$ cat src/rtl/alien_draw_arbiter.sv
// Shares one VGA plot port among N alien movers: each frame tick it scans the
// aliens and erases/redraws any sprite whose position or enable changed.
module alien_draw_arbiter #(
  parameter int          N        = 4,
  parameter int          SPRITE_W = 4,
  parameter int          SPRITE_H = 4,
  parameter logic [2:0]  COLOUR   = 3'b010
) (
  input  logic             clk,
  input  logic             resetn,
  input  logic             go,
  input  logic [N-1:0]     alien_en,
  input  logic [8*N-1:0]   alien_x,
  input  logic [7*N-1:0]   alien_y,
  output logic [7:0]       vga_x,
  output logic [6:0]       vga_y,
  output logic [2:0]       vga_colour,
  output logic             plot,
  output logic             busy,
  output logic             frame_done
);
  localparam int IW = (N > 1) ? $clog2(N) : 1;
  localparam int CW = (SPRITE_W > 1) ? $clog2(SPRITE_W) : 1;
  localparam int RW = (SPRITE_H > 1) ? $clog2(SPRITE_H) : 1;

  typedef enum logic [2:0] {IDLE, SCAN, ERASE, DRAW, DONE} state_t;
  state_t state, state_nxt;

  logic [IW-1:0] idx;
  logic [CW-1:0] col;
  logic [RW-1:0] row;
  logic          cur_en;
  logic [7:0]    cur_x;
  logic [6:0]    cur_y;
  logic [N-1:0]  shown;
  logic [7:0]    last_x [N];
  logic [6:0]    last_y [N];
  logic [7:0]    ax [N];
  logic [6:0]    ay [N];
  logic [7:0]    hold_x;
  logic [6:0]    hold_y;
  logic [2:0]    hold_c;
  logic          last_pix, last_idx, changed;
  logic [7:0]    base_x;
  logic [6:0]    base_y;

  for (genvar i = 0; i < N; i++) begin : g_unpack
    assign ax[i] = alien_x[8*i +: 8];
    assign ay[i] = alien_y[7*i +: 7];
  end

  assign last_pix = (col == CW'(SPRITE_W-1)) && (row == RW'(SPRITE_H-1));
  assign last_idx = (idx == IW'(N-1));
  assign changed  = !alien_en[idx] || (ax[idx] != last_x[idx]) || (ay[idx] != last_y[idx]);

  always_comb begin
    state_nxt = state;
    case (state)
      IDLE:  if (go) state_nxt = SCAN;
      SCAN: begin
        if (shown[idx] && changed)          state_nxt = ERASE;
        else if (!shown[idx] && alien_en[idx]) state_nxt = DRAW;
        else                                state_nxt = last_idx ? DONE : SCAN;
      end
      ERASE: if (last_pix) state_nxt = cur_en ? DRAW : (last_idx ? DONE : SCAN);
      DRAW:  if (last_pix) state_nxt = last_idx ? DONE : SCAN;
      DONE:  state_nxt = IDLE;
      default: state_nxt = IDLE;
    endcase
  end

  // Pixel outputs are combinational while plotting and frozen otherwise.
  always_comb begin
    plot       = (state == ERASE) || (state == DRAW);
    busy       = (state != IDLE);
    frame_done = (state == DONE);
    base_x     = (state == ERASE) ? last_x[idx] : cur_x;
    base_y     = (state == ERASE) ? last_y[idx] : cur_y;
    vga_x      = plot ? 8'(base_x + 8'(col)) : hold_x;
    vga_y      = plot ? 7'(base_y + 7'(row)) : hold_y;
    vga_colour = (state == DRAW) ? COLOUR : (state == ERASE) ? 3'b000 : hold_c;
  end

  always_ff @(posedge clk or negedge resetn) begin
    if (!resetn) begin
      state  <= IDLE;
      idx    <= '0;
      col    <= '0;
      row    <= '0;
      cur_en <= 1'b0;
      cur_x  <= '0;
      cur_y  <= '0;
      shown  <= '0;
      hold_x <= '0;
      hold_y <= '0;
      hold_c <= '0;
      for (int i = 0; i < N; i++) begin
        last_x[i] <= '0;
        last_y[i] <= '0;
      end
    end else begin
      state  <= state_nxt;
      hold_x <= vga_x;
      hold_y <= vga_y;
      hold_c <= vga_colour;
      case (state)
        IDLE: if (go) idx <= '0;
        SCAN: begin
          cur_en <= alien_en[idx];
          cur_x  <= ax[idx];
          cur_y  <= ay[idx];
          col    <= '0;
          row    <= '0;
          if (state_nxt == SCAN) idx <= idx + 1'b1;
        end
        ERASE, DRAW: begin
          if (last_pix) begin
            col <= '0;
            row <= '0;
            if (state == DRAW) begin
              last_x[idx] <= cur_x;
              last_y[idx] <= cur_y;
              shown[idx]  <= 1'b1;
            end else if (!cur_en) begin
              shown[idx] <= 1'b0;
            end
            if (state_nxt == SCAN) idx <= idx + 1'b1;
          end else if (col == CW'(SPRITE_W-1)) begin
            col <= '0;
            row <= row + 1'b1;
          end else begin
            col <= col + 1'b1;
          end
        end
        default: ;
      endcase
    end
  end
endmodule

$ cat config.mk
export PLATFORM = sky130hd
export DESIGN_NAME = alien_draw_arbiter
export DESIGN_NICKNAME = d
export VERILOG_FILES = /design/src/rtl/alien_draw_arbiter.sv
export SDC_FILE = /design/constraint.sdc
export NUM_CORES = 1
export LEC_CHECK = 0
export CAP_MARGIN = 10
export CORE_UTILIZATION = 45
export CTS_CLUSTER_DIAMETER = 120
export CTS_CLUSTER_SIZE = 24
export DETAILED_ROUTE_END_ITERATION = 10
export GPL_TIMING_DRIVEN = 0
export PLACE_DENSITY_LB_ADDON = 0.3
export SYNTH_ARGS = -nofsm -noshare
export SYNTH_HDL_FRONTEND = slang
export SYNTH_SLANG_ARGS = --single-unit
export TNS_END_PERCENT = 30
$ cat constraint.sdc
create_clock -name clk -period 6 [get_ports clk]
set_input_delay 0.6 -clock clk [delete_from_list [all_inputs] [get_ports clk]]
set_output_delay 0.6 -clock clk [all_outputs]
set_load 0.02 [all_outputs]
==> flow_summary.yaml <==
run_status:
  outcome: "complete, no violations"
synthesis:
  ys_warn_count: 0
  muxShareOfSynthArea_pct: 31.1
  synth_area_leaders: "dfrtp_1 48%, mux2_2 16%, mux4_2 13%"
  synthSimpleGateAreaFrac_pct: 6.92
  synth_cell_types: 42
  yosysTopAreaCell: "dfrtp_1"
  syn_nets: 493
  synth_edf_count: 0
  synth_xor_area_share_pct: 4.63
  synth_top_family_by_area: "multiplexers"
  synth_compound_gate_area_share_pct: 3.48
  synth.avg_cell_area_um2: 13.4
  netlist_instances: 414
  yosys.area_share.adder_pct: 2.97
  netlist.area_leader.share_pct: 48.1
  ys_ff_latch: 107
  yosys_most_used_dff: "dfrtp_1"
  ys_seq_area_share_pct: 48.1
  synthArstFlopShare_pct: 100
  synth_area_um2: 5570
floorplanning:
  coreArea_um2: 12000
  die_w_um: 113
  rows: 40
  pin_count: 88
  die_area_um2: 12800
  start_util_pct: 46.4
  die_h_um: 113
clock_tree:
  cts_buffers: 9
  h-tree-depth: 3
  cts_buffer_depth: 2
  cts_tree: "done"
  clock_sinks: 107
  hold_buffers: 0
  clk_latency_ns: 0.35
  ctsRootBufferMaster: "clkbuf_16"
  cts_resized: 0
  path_clk_slew_ns: 0.08
  post_cts_buffers: 0
global_route:
  grt_pass1_wl_um: 20700
  grt-ovfl-total: 0
  grt_max_degree: 56
  antenna_found_initial: 0
  track_usage_pct: 21.7
  grt_pass1_vias: 3881
job:
  max_cap_viol_count: 0
placed_design:
  port_buffers: 87
  place_hpwl_um: 9400
  dpl.cell_count: 649
  gp_congestion: 0.779
  placedInstanceArea_um2: 6650
setup_path:
  cp_data_arrival_time_ns: 4.60
  crit_type: "reg2out"
  crit_required_ns: 5.40
  crit_chain: "nand2b_1, clkbuf_1, nor2_1, buf_2, mux2_2, ha_1, inv_1, fa_1, nor3_1, nand2_1, xnor2_1, o21ai_0, clkdlybuf4s50_1"
  critPathLaunchType: "flip-flop"
  critPathBufInv: 4
  cp-end-kind: "output port"
  slowest_stage: "nor2_1"
  crit_family: "buffers and inverters"
  crit_fanout: 10
  cp_slowest_stage_delay_ns: 0.69
pwr:
  vdd_drop_max_v: 0.000191
  power_density_nw_per_um2: 443
  leakagePower_nw: 3.08
layout:
  final-seq-area_um2: 2680
  fin_cells: 665
  final_area_um2: 6940
  multi_input_area_um2: 2730
  nFillCells: 1012
  finalNetCount: 592
  finish.utilization_pct: 57.8
  n_antenna_cell: 0
  area_delta_synth_final_pct: 24.7
  drive_gt1_share_pct: 27.4
sta:
  worst_slew_pin_slew_ns: 0.843
  setup-tns-final_ns: 0
  finalCritPeriodShare_pct: 86.6
  rsz0062_at_grt: "false"
  relSlewSlack_pct: 43.6
  clock_skew_ns: 0.0119
  setup_violations: 0
  fmax_ghz: 0.192
  report.final.slew_viol_count: 0
  hold_violations: 0
  period_minus_slack_ns: 5.20
min_path:
  min_path_type: "in2async"
detailed_routing:
  wl_per_cell_um: 19.2
  detail_route.wirelength_um: 12700
  vias: 3679
  drt-pass1-iter-count: 4
  via_per_inst: 5.53
  drtAntennaViolNets: 0
  drt_iter0_markers: 213
  post-route-drc-count: 0
## cells by family after synthesis
logic type,after synthesis
adders and majority gates,12
xor gates and xnor gates,26
AOI/OAI and AO/OA,33
and+or+nand+nor,80
muxes,123
DFF,107
buffers and inverters,33
## registers in the layout, indices dropped and copies added, names as in the netlist, named ones only
signal and count:
idx 2, hold_y 7, cur_y 7, row 2, cur_en 1, col 2, hold_x 8, last_y 28
cur_x 8, state 3, hold_c 3, last_x 32
## stage by stage
step | hold WS [ns] | power, mW | worst slack (ns)
3_3_place_gp | 0.457 | 2.46 | 0.423
2_1_floorplan | 0.304 | 1.96 | 2.25
4_1_cts | 0.313 | 3.10 | 0.755
5_1_grt | 0.347 | 3.27 | 0.523
6_report | 0.296 | 3.07 | 0.802
3_5_place_dp | 0.463 | 2.50 | 1.19
## synth_stat cells (3+ instances only)
| cell type | count |
|---|---|
| a22o_1 | 3 |
| and2_1 | 3 |
| clkbuf_1 | 15 |
| dfrtp_1 | 107 |
| ha_1 | 10 |
| inv_1 | 12 |
| mux2_2 | 79 |
| mux2i_1 | 12 |
| mux4_2 | 32 |
| nand2_1 | 45 |
| nand3_1 | 3 |
| nand4_1 | 3 |
| nor2_1 | 9 |
| o21ai_0 | 15 |
| o21ai_1 | 6 |
| xnor2_1 | 16 |
| xnor2_2 | 4 |
| xor2_1 | 6 |
## power by group
part | internal (mW) | switching (mW)
combinational | 0.698 | 0.767
clock | 0.303 | 0.284
sequential | 0.884 | 0.138
## final cells by class
type	instances	share of cell area, %
Buffer	20	1.57
Clock inverter	6	0.775
Clock buffer	10	3.44
Multi-Input combinational cell	274	39.4
Sequential cell	107	38.6
Timing Repair Buffer	88	12.9
Inverter	13	0.703
Tap cell	147	2.65
## path summary, 6_finish.rpt
check	from	endpoint	slack [ns]	depth (start not counted)
max	state[2]	vga_y[6]	0.80	13
min	resetn	cur_y[4]	0.30	1
max reg2reg	state[2]	hold_y[6]	2.31	12
min reg2reg	hold_c[1]	hold_c[1]	0.48	2
max in group asynchronous	resetn	idx[1]	5.01	2
min in group clk	hold_c[1]	hold_c[1]	0.48	2
## cell usage in the layout (no fill, tap or decap), types with 6 or more instances in the layout
cell type | Yosys | routed
mux2i_1 | 12 | 12
nor2_1 | 9 | 9
o21ai_0 | 15 | 15
ha_1 | 10 | 10
clkbuf_1 | 15 | 15
nand2_1 | 45 | 45
clkdlybuf4s50_1 | 0 | 86
xnor2_1 | 16 | 16
inv_1 | 12 | 12
mux4_2 | 32 | 32
xor2_1 | 6 | 6
dfrtp_1 | 107 | 107
mux2_2 | 79 | 79
o21ai_1 | 6 | 6
clkbuf_16 | 0 | 9
## per-layer routing
| metal | up-vias | share of wire, % | global-route usage (%) |
|---|---|---|---|
| met5 | - | 0 | 0 |
| met4 | 0 | 1.3 | 5.96 |
| met3 | 12 | 4.2 | 5.09 |
| met2 | 82 | 51 | 36.7 |
| met1 | 1896 | 44 | 28.1 |
| li1 | 1689 | - | - |
Power figures use the tool's default switching activity.
